## src/rtl/pwm_clk_pkg.sv

```systemverilog
// Shared types and helpers for the PWM / clock divider bank.
package pwm_clk_pkg;

  localparam int unsigned DIV_W_DEF = 12;

  typedef logic [DIV_W_DEF-1:0] div_t;

  typedef struct packed {
    div_t div;
    div_t duty;
  } ch_cfg_t;

  // Length of the high phase of the divided clock; odd ratios get the extra cycle.
  function automatic int unsigned half_hi(input int unsigned div);
    return (div + 1) >> 1;
  endfunction

endpackage

```

## src/rtl/pwm_clk_channel.sv

```systemverilog
// One divider/PWM channel: counter, shadow and active ratio/duty, registered outputs.
// Optional complementary output with dead time when PWM_COMPL_EN is defined.
module pwm_clk_channel
  import pwm_clk_pkg::*;
#(
  parameter int unsigned DIV_W    = DIV_W_DEF,
  parameter int unsigned DEF_DIV  = 6,
  parameter int unsigned DEAD_CYC = 2
) (
  input  logic             clk_i,
  input  logic             rst_ni,
  input  logic             cfg_we_i,
  input  logic [DIV_W-1:0] cfg_div_i,
  input  logic [DIV_W-1:0] cfg_duty_i,
  input  logic             en_i,
  input  logic             sync_i,
  output logic             clk_o,
  output logic             pwm_o,
`ifdef PWM_COMPL_EN
  output logic             pwm_n_o,
`endif
  output logic             stb_o
);

  localparam logic [DIV_W-1:0] DefDiv = DIV_W'(DEF_DIV);

  logic [DIV_W-1:0] cnt_q, cnt_d;
  logic [DIV_W-1:0] div_sh_q, div_sh_d, duty_sh_q, duty_sh_d;
  logic [DIV_W-1:0] div_act_q, div_act_d, duty_act_q, duty_act_d;
  logic             clk_q, clk_d, pwm_q, pwm_d, stb_q, stb_d;
  logic             running, wrap, load, raw_pwm;
  logic [DIV_W-1:0] half;

`ifdef PWM_COMPL_EN
  // hist_q[k] holds the undelayed PWM level from k+1 cycles ago; DEAD_CYC must be >= 1.
  logic [DEAD_CYC-1:0] hist_q, hist_d;
  logic                pwm_n_q, pwm_n_d;
`else
  logic unused_dead_cyc;
  assign unused_dead_cyc = ^DEAD_CYC;
`endif

  assign half = DIV_W'(half_hi(32'(div_act_q)));

  // Next-state: counter sequencing, shadow/active transfer and output levels.
  always_comb begin
    running    = en_i && (div_act_q != '0);
    wrap       = running && (cnt_q == div_act_q - DIV_W'(1));
    // Active values only change at a period boundary, on sync or while idle.
    load       = wrap || sync_i || !en_i;
    raw_pwm    = running && (cnt_q < duty_act_q);
    cnt_d      = (!running || sync_i || wrap) ? '0 : cnt_q + DIV_W'(1);
    div_sh_d   = cfg_we_i ? cfg_div_i : div_sh_q;
    duty_sh_d  = cfg_we_i ? cfg_duty_i : duty_sh_q;
    div_act_d  = load ? div_sh_q : div_act_q;
    duty_act_d = load ? duty_sh_q : duty_act_q;
    clk_d      = running && (cnt_q < half);
    stb_d      = running && (cnt_q == '0);
`ifdef PWM_COMPL_EN
    hist_d  = (hist_q << 1) | DEAD_CYC'(raw_pwm);
    // Either side only goes high once the raw level has been stable for DEAD_CYC cycles.
    pwm_d   = raw_pwm && hist_q[DEAD_CYC-1];
    pwm_n_d = running && !raw_pwm && !hist_q[DEAD_CYC-1];
`else
    pwm_d   = raw_pwm;
`endif
  end

  // State and output registers with synchronous active-low reset.
  always_ff @(posedge clk_i) begin
    if (!rst_ni) begin
      cnt_q      <= '0;
      div_sh_q   <= DefDiv;
      duty_sh_q  <= '0;
      div_act_q  <= DefDiv;
      duty_act_q <= '0;
      clk_q      <= 1'b0;
      pwm_q      <= 1'b0;
      stb_q      <= 1'b0;
`ifdef PWM_COMPL_EN
      hist_q     <= '0;
      pwm_n_q    <= 1'b0;
`endif
    end else begin
      cnt_q      <= cnt_d;
      div_sh_q   <= div_sh_d;
      duty_sh_q  <= duty_sh_d;
      div_act_q  <= div_act_d;
      duty_act_q <= duty_act_d;
      clk_q      <= clk_d;
      pwm_q      <= pwm_d;
      stb_q      <= stb_d;
`ifdef PWM_COMPL_EN
      hist_q     <= hist_d;
      pwm_n_q    <= pwm_n_d;
`endif
    end
  end

  assign clk_o = clk_q;
  assign pwm_o = pwm_q;
  assign stb_o = stb_q;
`ifdef PWM_COMPL_EN
  assign pwm_n_o = pwm_n_q;
`endif

endmodule

```

## src/rtl/pwm_clk_div_bank.sv

```systemverilog
// Bank of NCH independent clock divider / PWM channels with double-buffered config.
// Define PWM_COMPL_EN to add the pwm_n_out complementary outputs with dead time.
module pwm_clk_div_bank
  import pwm_clk_pkg::*;
#(
  parameter int unsigned NCH      = 4,
  parameter int unsigned DIV_W    = DIV_W_DEF,
  parameter int unsigned DEF_DIV  = 6,
  parameter int unsigned DEAD_CYC = 2,
  localparam int unsigned ChW     = (NCH > 1) ? $clog2(NCH) : 1
) (
  input  logic             clk_in,
  input  logic             rst,
  input  logic             cfg_we,
  input  logic [ChW-1:0]   cfg_ch,
  input  logic [DIV_W-1:0] cfg_div,
  input  logic [DIV_W-1:0] cfg_duty,
  input  logic [NCH-1:0]   ch_en,
  input  logic             sync,
  output logic [NCH-1:0]   clk_out,
  output logic [NCH-1:0]   pwm_out,
`ifdef PWM_COMPL_EN
  output logic [NCH-1:0]   pwm_n_out,
`endif
  output logic [NCH-1:0]   period_stb
);

  logic [NCH-1:0] ch_we;

  // Channel select; an index beyond NCH matches nothing and the write is dropped.
  always_comb begin
    ch_we = '0;
    for (int unsigned i = 0; i < NCH; i++) begin
      ch_we[i] = cfg_we && (32'(cfg_ch) == i);
    end
  end

  for (genvar i = 0; i < NCH; i++) begin : g_ch
    pwm_clk_channel #(
      .DIV_W   (DIV_W),
      .DEF_DIV (DEF_DIV),
      .DEAD_CYC(DEAD_CYC)
    ) u_ch (
      .clk_i     (clk_in),
      .rst_ni    (rst),
      .cfg_we_i  (ch_we[i]),
      .cfg_div_i (cfg_div),
      .cfg_duty_i(cfg_duty),
      .en_i      (ch_en[i]),
      .sync_i    (sync),
      .clk_o     (clk_out[i]),
      .pwm_o     (pwm_out[i]),
`ifdef PWM_COMPL_EN
      .pwm_n_o   (pwm_n_out[i]),
`endif
      .stb_o     (period_stb[i])
    );
  end

endmodule

```

## config.mk

```make
export PLATFORM = sky130hd
export DESIGN_NAME = pwm_clk_div_bank
export DESIGN_NICKNAME = d
export VERILOG_FILES = /design/src/rtl/pwm_clk_pkg.sv /design/src/rtl/pwm_clk_channel.sv /design/src/rtl/pwm_clk_div_bank.sv
export SDC_FILE = /design/constraint.sdc
export NUM_CORES = 1
export LEC_CHECK = 0
export ABC_AREA = 1
export ABC_CLOCK_PERIOD_IN_PS = 3500
export BUFFER_PORTS_ARGS = -buffer_cell sky130_fd_sc_hd__buf_2
export CAP_MARGIN = 10
export CORE_ASPECT_RATIO = 0.6
export CORE_UTILIZATION = 45
export DETAILED_ROUTE_END_ITERATION = 7
export HOLD_SLACK_MARGIN = 0.12
export PLACE_DENSITY = 0.63
export SYNTH_ARGS = -nofsm -noshare
export SYNTH_HDL_FRONTEND = slang
export SYNTH_SLANG_ARGS = --single-unit
export TNS_END_PERCENT = 5
```

## constraint.sdc

```tcl
create_clock -name clk_in -period 3.5 [get_ports clk_in]
set_input_delay 0.7 -clock clk_in [delete_from_list [all_inputs] [get_ports clk_in]]
set_output_delay 0.7 -clock clk_in [all_outputs]
set_load 0.01 [all_outputs]
```

==> metrics.md <==
| Metric | Value |
|---|---|
| Post-CTS setup buffers | `0` |
| Diodes inserted | `0` |
| Register area share after synthesis | `0.340` |
| Sw frac | `0.280` |
| Clk_lat worst skew | `0.55 ns` |
| # DRC | `0` |
| MaxCap Viol Count | `0` |
| Initial core utilization | `0.458` |
| Via/cell ratio | `5.12` |
| H-tree level count | `1` |
| Total GRT Usage | `0.230` |
| PwrDens | `approximately 420 nW/um^2` |
| Largest net degree at the start of global routing | `199` |
| Global-route wire length before repair | `62400 um` |
| HP Class | `flip-flop to flip-flop` |
| Mean Syn Cell Area | `around 7.0 sq um` |
| Clock Tree Buf Depth | `3` |
| Number of port buffers | `45` |
| Post-route setup TNS | `0 ns` |
| Setup slack at placement | `0.917 ns` |
| Worst slew margin | `0.401` |
| Ratio of cells with drive above 1 in the final layout | `0.0778` |
| DR iter-0 viols | `roughly 1000` |
| FF-to-FF setup slack | `0.90 ns` |
| Cell variety after synth | `48` |
| P&R area growth vs syn | `7.97%` |
| Layout Skew | `0.0122 ns` |
| Post-layout minimum cycle time | `about 2.6 ns` |
| Post_cts resized | `0` |
| DP Area | `15200 sq um` |
| Worst Slack Setup Final | `0.897 ns` |
| First drt pass iteration count | `5` |
| Total CTS buffers | `25` |
| Final hold violations | `0` |
| Worst Setup End Kind | `flip-flop` |
| # rows | `51` |
| Seq cells post-synth | `252` |
| HPWL Detailed | `roughly 28000 um` |
| Clock sinks | `252` |
| Worst Path Required | `between 3 and 4 ns` |
| Power share of the clock group | `0.410` |
| Synth Cell Area | `14800 sq um` |
| Final setup violation count | `0` |
| I/O Pins | `46` |
| Clock transition at the registers of the reported paths | `0.07 ns` |
| Status | `complete, no violations` |
| Die Y | `143 um` |
| Total routed wirelength | `38300 um` |
| Combinational fraction of design power | `0.133` |
| Post-Layout Inst Area | `around 16000 sq um` |
| NetSw | `1890 uW` |
| Final period utilization | `0.744` |
| DIE WIDTH | `236 um` |
| WL/cell | `15.0 um` |
| Final Slew Violations | `0` |
| Lkg Pwr | `0.00721 uW` |
| Fmax | `between 0.3 and 0.4 GHz` |
| Core area | `32400 sq um` |
| Int Power | `between 4000 and 5000 uW` |
| Final ANT Viol Nets | `0` |
| Crit path max fanout | `24` |
| Total grt overflow | `0` |
| Die Footprint | `33700 sq um` |
| Hold_buf cts | `0` |
| Vias post-DR | `13000` |
| GP Congestion | `0.901` |
| CTS tree | `yes` |
| CTS root buffer | `clkbuf_16` |
| Yosys warns | `0` |
| Initial antenna violation count | `3` |
| Crit path kind | `flip-flop to flip-flop` |
| Number of global-route vias before repair | `11800` |
| Nets | `2240` |
| Critical Path AT | `3.09 ns` |
| Worst VDD drop | `0.000366 V` |
| Unrepaired setup endpoints after global routing | `no` |
| Syn Inst Count | `2115` |
| Seq pwr share | `0.456` |
| Post-Syn Nets | `roughly 2300` |
| Crit start category | `flip-flop` |
| Worst-Margin Slew | `0.899 ns` |
## flip-flops by register name (all words and copies together), names as in the netlist
signal,cells
g_ch.u_ch.stb_o,4
g_ch.u_ch.duty_sh_q,48
g_ch.u_ch.clk_o,4
g_ch.u_ch.div_sh_q,48
g_ch.u_ch.div_act_q,48
g_ch.u_ch.duty_act_q,48
g_ch.u_ch.pwm_o,4
g_ch.u_ch.cnt_q,48
## cell usage in the layout (no fill, tap or decap), types with 2 or more instances in the layout
cell and instances:
clkbuf_16 25, nand2_1 413, a21o_1 2, a211oi_1 2
o21bai_1 2, inv_1 304, nor3b_1 2, nand3b_1 6
nor3_1 23, nor2_1 228, a21oi_1 144, nor4b_1 4
a21boi_0 8, nand3_4 8, o21ai_1 3, buf_12 2
a31oi_1 10, nor4_1 9, nand4_1 114, ha_1 104
o21ai_0 113, xor2_1 55, nand3_2 2, and3_1 2
or2_2 3, nand3_1 67, nand2_2 3, nor2_2 14
buf_4 16, xnor3_1 2, dfxtp_1 252, o211ai_1 10
buf_2 44, inv_2 18, nor2_4 3, xnor2_1 45
clkbuf_8 8, clkinv_2 10, clkinv_1 28
## cells by family (layout without fill, tap and decap cells)
group                      count (synthesis)  after routing  share of synthesized area
AOI/OAI and AO/OA                        297            297                      0.106
xor gates and xnor gates                 102            102                     0.0621
adders and majority gates                104            104                     0.0877
buffers and inverters                    454            460                      0.127
DFF                                      252            252                      0.340
and+or+nand+nor                          906            906                      0.277
## per-layer routing
metal,vias to the layer above,wire length [um],track usage
met1,5965,20200,0.354
met5,-,0,0
li1,6731,-,-
met3,45,2420,0.0377
met4,0,629,0.0434
met2,292,15100,0.331
## metrics by stage
stage,utilization,instances,power [uW],hold WS (ns)
2_1_floorplan,-,2115,3820,0.429
3_3_place_gp,0.468,2499,4020,0.439
3_5_place_dp,0.468,2499,4040,0.444
4_1_cts,0.494,2545,6810,0.454
5_1_grt,0.494,2545,7080,0.468
6_report,0.494,2545,6760,0.451
## power groups by stage
stage                     sequential [uW]  clock, uW  combinational, uW
after floorplan                      3120          0                696
after global placement               3150          0                877
after detailed placement             3150          0                894
after CTS                            3090       2820                899
after global routing                 3100       2950               1030
final                                3090       2780                900
## layout make-up
type	count	area, sq um
Clock buffer	34	739
Clock inverter	12	95.1
Fill cell	3308	16400
Sequential cell	252	5040
Multi-Input combinational cell	1409	7910
Inverter	352	1320
Tap cell	424	531
Timing Repair Buffer	62	380
## synth_stat cells (all sizes together)
master,instances,area share
nand3b,6,0.0030
nor3,23,0.0078
clkinv,29,0.0074
nor3b,3,0.0019
a211oi,2,0.0010
ha,104,0.088
a21boi,9,0.0048
o21a,1,0.00051
a21o,2,0.0010
a21oi,144,0.049
nor4b,4,0.0024
nor2,245,0.066
a31oi,10,0.0042
dfxtp,252,0.34
xnor2,45,0.027
nand2,417,0.11
xnor3,2,0.0030
nand3,77,0.033
clkbuf,45,0.012
buf,57,0.026
nor4,9,0.0038
xor2,55,0.032
and3,2,0.00084
o211ai,10,0.0051
inv,323,0.082
or2,4,0.0017
and2,1,0.00059
o21ai,116,0.039
nand4,115,0.049
o21bai,2,0.0010
a211o,1,0.00059
## critical path, stage by stage, from the launching register on
cell and delay, ns:
dfxtp_1 0.33, inv_1 0.15, ha_1 0.34, nand2_1 0.09, nor2_1 0.17, nand3_1 0.12, nand2_1 0.08, nand2_1 0.06
nand2_1 0.09, nor2_2 0.05, nand4_4 0.08, buf_4 0.29, nand3_4 0.31, nand2_1 0.17, clkinv_1 0.09, nor2_1 0.12
## final timing paths
path / from / to / cells after the start
max: g_ch[0].u_ch.div_act_q[0]$_SDFFE_PN0P_ / g_ch[0].u_ch.duty_act_q[5]$_SDFFE_PN0P_ / 15
min: g_ch[1].u_ch.div_sh_q[5]$_SDFFE_PN0P_ / g_ch[1].u_ch.div_sh_q[5]$_SDFFE_PN0P_ / 2
max reg2reg: g_ch[0].u_ch.div_act_q[0]$_SDFFE_PN0P_ / g_ch[0].u_ch.duty_act_q[5]$_SDFFE_PN0P_ / 15
min reg2reg: g_ch[1].u_ch.div_sh_q[5]$_SDFFE_PN0P_ / g_ch[1].u_ch.div_sh_q[5]$_SDFFE_PN0P_ / 2
Note: power is estimated with default switching activity, not from simulation.
